<file path="src/rtl/ama_riscv_inst_encoder.sv">
// RV32 instruction encoder feeding a DEPTH-entry FIFO toward the core's injection port.
// Define AMA_RISCV_ENC_RANGE_CHECK_EN to reject requests whose immediates do not fit their format.
module ama_riscv_inst_encoder #(
  parameter int unsigned DEPTH = 4
) (
  input  logic                     clk,
  input  logic                     rst,
  input  logic                     flush,
  input  logic                     req_valid,
  output logic                     req_ready,
  input  logic [2:0]               req_fmt,
  input  logic [6:0]               req_opc7,
  input  logic [4:0]               req_rd,
  input  logic [4:0]               req_rs1,
  input  logic [4:0]               req_rs2,
  input  logic [2:0]               req_fn3,
  input  logic [6:0]               req_fn7,
  input  logic [31:0]              req_imm,
  output logic                     inst_valid,
  input  logic                     inst_ready,
  output logic [31:0]              inst,
  output logic [$clog2(DEPTH):0]   fifo_cnt,
  output logic                     enc_err
);

  localparam int unsigned PW = $clog2(DEPTH);
  localparam int unsigned CW = PW + 1;

  typedef enum logic [2:0] {
    FMT_R = 3'd0,
    FMT_I = 3'd1,
    FMT_S = 3'd2,
    FMT_B = 3'd3,
    FMT_U = 3'd4,
    FMT_J = 3'd5
  } fmt_e;

  logic [31:0]   mem_q [DEPTH];
  logic [PW-1:0] wr_ptr_q, wr_ptr_d;
  logic [PW-1:0] rd_ptr_q, rd_ptr_d;
  logic [CW-1:0] cnt_q, cnt_d;
  logic [31:0]   inst_q, inst_d;
  logic          valid_q, valid_d;
  logic          ready_q, ready_d;
  logic          err_q, err_d;

  logic [31:0]   enc_word;
  logic          fmt_rsvd;
  logic          range_err;
  logic          accept, push, pop;
  logic [31:0]   head_word;

  // Field packing; the immediate arrives unswizzled, as the decoder would produce it
  always_comb begin
    enc_word = '0;
    fmt_rsvd = 1'b0;
    case (req_fmt)
      FMT_R: enc_word = {req_fn7, req_rs2, req_rs1, req_fn3, req_rd, req_opc7};
      FMT_I: enc_word = {req_imm[11:0], req_rs1, req_fn3, req_rd, req_opc7};
      FMT_S: enc_word = {req_imm[11:5], req_rs2, req_rs1, req_fn3, req_imm[4:0], req_opc7};
      FMT_B: enc_word = {req_imm[12], req_imm[10:5], req_rs2, req_rs1, req_fn3,
                         req_imm[4:1], req_imm[11], req_opc7};
      FMT_U: enc_word = {req_imm[31:12], req_rd, req_opc7};
      FMT_J: enc_word = {req_imm[20], req_imm[10:1], req_imm[11], req_imm[19:12],
                         req_rd, req_opc7};
      default: fmt_rsvd = 1'b1;
    endcase
  end

`ifdef AMA_RISCV_ENC_RANGE_CHECK_EN
  // Upper immediate bits must be a pure sign extension of the encodable field
  always_comb begin
    range_err = 1'b0;
    case (req_fmt)
      FMT_I, FMT_S: range_err = !((&req_imm[31:11]) || !(|req_imm[31:11]));
      FMT_B:        range_err = !((&req_imm[31:12]) || !(|req_imm[31:12])) || req_imm[0];
      FMT_J:        range_err = !((&req_imm[31:20]) || !(|req_imm[31:20])) || req_imm[0];
      FMT_U:        range_err = |req_imm[11:0];
      default:      range_err = 1'b0;
    endcase
  end
`else
  assign range_err = 1'b0;
`endif

  assign accept = req_valid & ready_q;
  assign push   = accept & !fmt_rsvd & !range_err;
  assign pop    = valid_q & inst_ready;

  always_comb begin
    wr_ptr_d  = wr_ptr_q;
    rd_ptr_d  = rd_ptr_q;
    cnt_d     = cnt_q;
    inst_d    = inst_q;
    err_d     = err_q | (accept & (fmt_rsvd | range_err));
    head_word = '0;
    if (flush) begin
      wr_ptr_d = '0;
      rd_ptr_d = '0;
      cnt_d    = '0;
    end else begin
      if (push) wr_ptr_d = wr_ptr_q + PW'(1);
      if (pop)  rd_ptr_d = rd_ptr_q + PW'(1);
      if (push && !pop)      cnt_d = cnt_q + CW'(1);
      else if (!push && pop) cnt_d = cnt_q - CW'(1);
      // New head may be the word being written this edge
      head_word = (push && (wr_ptr_q == rd_ptr_d)) ? enc_word : mem_q[rd_ptr_d];
      if (cnt_d != '0) inst_d = head_word;
    end
    valid_d = (cnt_d != '0);
    ready_d = (cnt_d != CW'(DEPTH));
  end

  always_ff @(posedge clk or posedge rst) begin
    if (rst) begin
      for (int i = 0; i < int'(DEPTH); i++) mem_q[i] <= '0;
      wr_ptr_q <= '0;
      rd_ptr_q <= '0;
      cnt_q    <= '0;
      inst_q   <= '0;
      valid_q  <= 1'b0;
      ready_q  <= 1'b1;
      err_q    <= 1'b0;
    end else begin
      if (push && !flush) mem_q[wr_ptr_q] <= enc_word;
      wr_ptr_q <= wr_ptr_d;
      rd_ptr_q <= rd_ptr_d;
      cnt_q    <= cnt_d;
      inst_q   <= inst_d;
      valid_q  <= valid_d;
      ready_q  <= ready_d;
      err_q    <= err_d;
    end
  end

  assign req_ready  = ready_q;
  assign inst_valid = valid_q;
  assign inst       = inst_q;
  assign fifo_cnt   = cnt_q;
  assign enc_err    = err_q;

endmodule

</file>
<file path="config.mk">
export PLATFORM = sky130hd
export DESIGN_NAME = ama_riscv_inst_encoder
export DESIGN_NICKNAME = d
export VERILOG_FILES = /design/src/rtl/ama_riscv_inst_encoder.sv
export SDC_FILE = /design/constraint.sdc
export NUM_CORES = 1
export LEC_CHECK = 0
export CAP_MARGIN = 20
export CORE_MARGIN = 5
export CORE_UTILIZATION = 58
export CTS_CLUSTER_DIAMETER = 40
export CTS_CLUSTER_SIZE = 28
export DETAILED_ROUTE_END_ITERATION = 8
export DONT_BUFFER_PORTS = 1
export PLACE_DENSITY = 0.85
export SETUP_SLACK_MARGIN = 0.5
export SYNTH_ARGS = -nofsm -noshare
export SYNTH_HDL_FRONTEND = slang
export SYNTH_SLANG_ARGS = --single-unit
</file>
<file path="constraint.sdc">
create_clock -name clk -period 6.9 [get_ports clk]
set_input_delay 0.69 -clock clk [delete_from_list [all_inputs] [get_ports clk]]
set_output_delay 0.69 -clock clk [all_outputs]
set_load 0.05 [all_outputs]
</file>
==> flow_summary.json, run 1 <==
{
  "ir_drop_v": 0.0002594,
  "layout_commonest_cell": "sky130_fd_sc_hd__dfrtp_1",
  "holdBufCountCts": 0,
  "cts.root.buffer_cell": "sky130_fd_sc_hd__clkbuf_16",
  "cts.htree.levels": 4,
  "multi_input_area_mm2": 0.004506,
  "timing.final.hold_violations": 0,
  "grt_max_degree": 103,
  "syn-num-nets": 1015,
  "dp_hpwl_mm": 14.43,
  "worstPathCellList": "and2_1 -> buf_4 -> nand2_1 -> mux2_2 -> xor2_1 -> a21oi_4 -> buf_4 -> mux2_2",
  "n_fill_cell": 1263,
  "detailedPlace.worstSlack_ns": 3.183,
  "endpoint_kind": "flop",
  "die_area_mm2": 0.01835,
  "rsz0062_at_grt": "no",
  "totalWireLength_mm": 23.50,
  "maxCapViolations": 0,
  "setup_viol": 0,
  "ys_ff_latch": 170,
  "final_cell_mix": "167 x sky130_fd_sc_hd__dfrtp_1, 160 x sky130_fd_sc_hd__nand2_1, 130 x sky130_fd_sc_hd__o21ai_0, 60 x sky130_fd_sc_hd__nor2b_1, 52 x sky130_fd_sc_hd__a211oi_1",
  "slew_headroom_pct": 26.94,
  "fp.dieW_um": 135.5,
  "ys_async_sr_fraction_pct": 100.0,
  "static_leakage_uw": 0.004139,
  "seq_area_frac_synth_pct": 46.60,
  "crit_type": "reg -> reg",
  "cts-resized-gates": 0,
  "route.detailed.vias_per_inst": 6.365,
  "detail_route.drc_violations": 0,
  "total_cts_buffers": 17,
  "outcome": "completed",
  "combinational_family_with_the_most_area_after_synthesis": "compound AO/OA/AOI/OAI gates",
  "cts.sink_count": 170,
  "min_path_type": "in -> async",
  "cp_data_required_time_ns": 7.22,
  "synth.cell_area_mm2": 0.009131,
  "synth_xor_area_share_pct": 0.7536,
  "synth-adder-area-share_pct": 0.8221,
  "vias_in_the_first_global_route": 6992,
  "worst_slew_pin_slew_ns": 1.096,
  "worst_setup_hold_path_clk_slew_ns": 0.06,
  "finalCoreUtilization_pct": 63.93,
  "place.gp.congestion": 0.8050,
  "post_cts_buffers": 0,
  "drive_above_1_share_pct": 10.57,
  "timing.final.max_slew_violations": 0,
  "critical_path_arrival_ns": 4.07,
  "muxShareOfSynthArea_pct": 11.35,
  "final_min_period_over_clock_period_pct": 54.46,
  "cts_tree": "built",
  "antenna_violations_before_repair": 0,
  "post_drt_wl_per_cell_um": 20.98,
  "layout-area-overhead-vs-synth_pct": 7.221,
  "buffer_ports.inserted": 0,
  "ys.flop_type": "sky130_fd_sc_hd__dfrtp_1",
  "yosys.cell_types.count": 44,
  "global_route.overflow_total": 0,
  "synth-compound-area-share_pct": 23.25,
  "clock_latency_ns": 0.43,
  "finalWorstSetupSlack_ns": 3.142,
  "cp_max_fo": 33,
  "nNetsFinal": 973,
  "final.min_clock_period_ns": 3.758,
  "fin_worst_skew_ns": 0.008778,
  "grt_first_pass_wirelength_mm": 37.52,
  "synth-warning-count": 0,
  "die_height_um": 135.5,
  "gate_count_post_synth": 937,
  "num_vias": 7129,
  "core-area_mm2": 0.01531,
  "first_pass_iters": 5,
  "area_used_by_sequential_logic_in_the_layout_mm2": 0.004260,
  "number_of_buffers_on_the_longest_clock_path": 2,
  "initial_utilization_pct": 59.62,
  "startpoint_type": "flop",
  "initialDrtViolationCount": 625,
  "io_pins": 110,
  "cp_slowest_stage_delay_ns": 0.74,
  "slowest_library_cell_on_the_worst_path": "sky130_fd_sc_hd__and2_1",
  "synthesis.area_per_instance_um2": 9.745,
  "total_power_density_per_cell_area_mw_per_mm2": 408.8,
  "globalRouteTotalUtil_pct": 26.02,
  "peak_freq_mhz": 266.1,
  "final_tns_setup_ns": 0,
  "number_of_flops_mapped_to_enable_cells_by_yosys": 0,
  "post_synth_and_or_nand_nor_area_fraction_pct": 12.91,
  "antenna_violating_nets_post_route": 0,
  "placement_rows": 45
}
==> worst paths after layout <==
kind                            depth (start not counted)        from  slack, ns     endpoint
max in group asynchronous                               3         rst       5.38  rd_ptr_q[0]
min in group clk                                        1       flush       0.32  fifo_cnt[0]
worst min-delay path                                    1         rst       0.29      enc_err
worst min register to register                          2   mem_q[30]       0.48    mem_q[30]
worst max register to register                          8  inst_valid       3.14      inst[6]
worst max-delay path                                    8  inst_valid       3.14      inst[6]
==> metrics by stage <==
step                      cell area [um^2]  power [uW]  hold slack [ns]  std cells
final                                 9791        4002           0.2860       1120
after global routing                  9788        4227           0.3015       1119
after CTS                             9681        4000           0.3030       1114
after detailed placement              9144        3110           0.4722       1082
after global placement                9144        3047           0.4618       1082
after floorplan                       9131        2844           0.4497        937
==> critical path: cells and delay by family, from the launching register on <==
family,cells,cell delay (ns)
and+or+nand+nor,2,0.84
DFF,1,0.72
muxes,2,0.69
xor gates and xnor gates,1,0.18
AOI/OAI and AO/OA,1,0.16
buffers and inverters,2,1.04
==> state kept, by name (all words and copies together) (netlist names) <==
name	count
mem_q	128
enc_err	1
inst_valid	1
fifo_cnt	3
wr_ptr_q	2
rd_ptr_q	2
inst	32
req_ready	1
==> metal layers <==
metal  GRT usage [%]  share of wire (%)  routed length [um]  vias to the layer above
li1                -                  -                   -                     3300
met5               0                  0                   0                        -
met2           42.23                 49               11520                      258
met3           7.429                8.1                1894                       29
met4           7.951                1.5                 345                        0
met1           34.11                 41                9735                     3542
==> where the power goes <==
| part | total, uW | internal, uW | switching [uW] | leakage (uW) |
|---|---|---|---|---|
| logic | 1230 | 611 | 617 | 0.00165 |
| clock network | 888 | 493 | 394 | 0.000260 |
| registers | 1890 | 1300 | 589 | 0.00223 |
| total | 4000 | 2400 | 1600 | 0.00414 |
==> cell families after synthesis <==
| family | Yosys count |
|---|---|
| AO/OA/AOI/OAI | 323 |
| AND/OR/NAND/NOR | 259 |
| flip-flops | 170 |
| multiplexers | 87 |
| buffers and inverters | 85 |
| XOR/XNOR | 7 |
| adder cells (fa/ha/maj) | 6 |
==> cell usage after synthesis, types with 24 or more instances <==
master | instances | area (um^2)
sky130_fd_sc_hd__a211oi_1 | 52 | 390.4
sky130_fd_sc_hd__a21oi_1 | 25 | 125.1
sky130_fd_sc_hd__clkbuf_1 | 58 | 217.7
sky130_fd_sc_hd__dfrtp_1 | 169 | 4229
sky130_fd_sc_hd__mux2_4 | 29 | 435.4
sky130_fd_sc_hd__mux2i_1 | 51 | 510.5
sky130_fd_sc_hd__nand2_1 | 164 | 615.6
sky130_fd_sc_hd__nor2b_1 | 60 | 375.4
sky130_fd_sc_hd__o211ai_1 | 24 | 180.2
sky130_fd_sc_hd__o21ai_0 | 130 | 650.6
sky130_fd_sc_hd__o22a_1 | 31 | 271.5
sky130_fd_sc_hd__o31a_1 | 24 | 210.2
==> layout make-up <==
class | instances | area share (%)
multi-input combinational | 682 | 46.02
sequential | 170 | 43.51
clock buffer | 20 | 4.460
tap | 211 | 2.696
timing repair buffer | 15 | 1.866
clock inverter | 12 | 1.022
inverter | 9 | 0.3962
antenna | 1 | 0.02556
(Power assumes the default switching activity.)
==> run 2, diff against run 1 <==
- clock period: 6.9 -> 3.5 ns (I/O delays scaled with it)
==> flow_summary.json, run 2 (synthesized netlist as in run 1, its figures left out) <==
{
  "outcome": "completed",
  "layout-area-overhead-vs-synth_pct": 8.167,
  "fp.dieW_um": 135.5,
  "core-area_mm2": 0.01531,
  "antenna_cells": 0,
  "static_leakage_uw": 0.004177,
  "min_path_type": "in -> reg",
  "detailedPlace.worstSlack_ns": 0.8895,
  "post_drt_wl_per_cell_um": 20.73,
  "rsz0062_at_grt": "no",
  "dp_hpwl_mm": 14.88,
  "report.power.total_uw": 8135,
  "startpoint_type": "flop",
  "fin_worst_skew_ns": 0.01277,
  "total_power_density_per_cell_area_mw_per_mm2": 823.6,
  "r2r.worst_path.cells": 8,
  "setup.worst_path.start": "inst_valid",
  "peak_freq_mhz": 382.7,
  "initialDrtViolationCount": 718,
  "placement_rows": 45,
  "num_vias": 7062,
  "r2r-end": "inst[4]",
  "antenna_violations_before_repair": 0,
  "cts.sink_count": 170,
  "finalCoreUtilization_pct": 64.49,
  "cp_data_required_time_ns": 3.81,
  "finalWorstSetupSlack_ns": 0.8867,
  "clock_latency_ns": 0.43,
  "antenna_violating_nets_post_route": 0,
  "ir_drop_v": 0.0004321,
  "route.detailed.vias_per_inst": 6.272,
  "cts.root.buffer_cell": "sky130_fd_sc_hd__clkbuf_16",
  "final_cell_mix": "167 x sky130_fd_sc_hd__dfrtp_1, 160 x sky130_fd_sc_hd__nand2_1, 130 x sky130_fd_sc_hd__o21ai_0, 60 x sky130_fd_sc_hd__nor2b_1, 52 x sky130_fd_sc_hd__a211oi_1",
  "totalWireLength_mm": 23.34,
  "worst_slew_pin_slew_ns": 0.8781,
  "vias_in_the_first_global_route": 7115,
  "drive_above_1_share_pct": 11.26,
  "initial_utilization_pct": 59.62,
  "timing.final.hold_violations": 0,
  "total_cts_buffers": 17,
  "detail_route.drc_violations": 0,
  "final_tns_setup_ns": 0,
  "worst_setup_hold_path_clk_slew_ns": 0.07,
  "crit_type": "reg -> reg",
  "endpoint_kind": "flop",
  "first_pass_iters": 5,
  "grt_max_degree": 95,
  "die_height_um": 135.5,
  "cts.htree.levels": 4,
  "max_reg_flops": 128,
  "number_of_buffers_on_the_longest_clock_path": 2,
  "timing.final.max_slew_violations": 0,
  "cts_tree": "built",
  "cts-resized-gates": 0,
  "slew_headroom_pct": 41.34,
  "maxCapViolations": 0,
  "r2r-start": "inst_valid",
  "globalRouteTotalUtil_pct": 26.14,
  "final_min_period_over_clock_period_pct": 74.66,
  "worstSetupEndpoint": "inst[4]",
  "setup_viol": 0,
  "buffer_ports.inserted": 0,
  "final.min_clock_period_ns": 2.613,
  "critical_path_arrival_ns": 2.93,
  "cp_max_fo": 39,
  "registers.top_by_ff_count": "mem_q",
  "io_pins": 110,
  "setup.reg_to_reg.worst_slack_ns": 0.89,
  "die_area_mm2": 0.01835,
  "grt_first_pass_wirelength_mm": 38.05,
  "layout_commonest_cell": "sky130_fd_sc_hd__dfrtp_1",
  "global_route.overflow_total": 0,
  "place.gp.congestion": 0.8370,
  "nNetsFinal": 980
}
run 2: timing repair:
item / CTS / global route
endpoints found under the setup margin: 0 / 0
setup buffers: 0 / 0
hold buffers: 2 / 0
endpoints found under the hold margin: 18 / 0
run 2: worst min path at each step:
stage / start / endpoint / slack, ns / depth (start not counted)
2_1_floorplan: mem_q[26] / mem_q[26] / 0.45 / 2
3_5_place_dp: rst / inst[26] / 0.21 / 1
4_1_cts: req_valid / enc_err / 0.11 / 2
3_3_place_gp: rst / inst[26] / 0.21 / 1
6_report: req_valid / enc_err / 0.12 / 2
5_1_grt: req_valid / enc_err / 0.14 / 2
run 2: critical path: stages, from the launching register on:
cell and delay, ns:
sky130_fd_sc_hd__dfrtp_1 0.42, sky130_fd_sc_hd__nand2_1 0.14, sky130_fd_sc_hd__buf_4 0.46, sky130_fd_sc_hd__nand2_1 0.11, sky130_fd_sc_hd__mux2_2 0.29, sky130_fd_sc_hd__xor2_1 0.18, sky130_fd_sc_hd__a21oi_4 0.17, sky130_fd_sc_hd__buf_4 0.34
sky130_fd_sc_hd__mux2_2 0.38
run 2: metrics by stage:
stage               hold WS, ns  instances  instance area (um^2)
detailed placement       0.2085       1092                  9243
global placement         0.2063       1092                  9243
floorplan                0.4497        937                  9135
CTS                      0.1095       1126                  9877
finish                   0.1151       1126                  9877
global route             0.1374       1126                  9877
run 2: final cells by class:
class,count,area (um^2)
Clock buffer,21,470.5
Clock inverter,11,143.9
Fill cell,1235,5438
Inverter,9,37.54
Multi-Input combinational cell,682,4506
Sequential cell,170,4260
Tap cell,211,264.0
Timing Repair Buffer,22,195.2
run 2: layer usage:
| layer | share of wire [%] | up-vias | track usage (%) |
|---|---|---|---|
| met5 | 0 | - | 0 |
| met2 | 49 | 234 | 42.87 |
| li1 | - | 3297 | - |
| met3 | 6.8 | 33 | 6.612 |
| met1 | 43 | 3498 | 34.96 |
| met4 | 1.4 | 0 | 6.663 |
run 2: power breakdown:
| group | switching (uW) | internal [uW] |
|---|---|---|
| clock | 797 | 1180 |
| sequential | 1120 | 2560 |
| combinational | 1270 | 1210 |
| total | 3180 | 4950 |
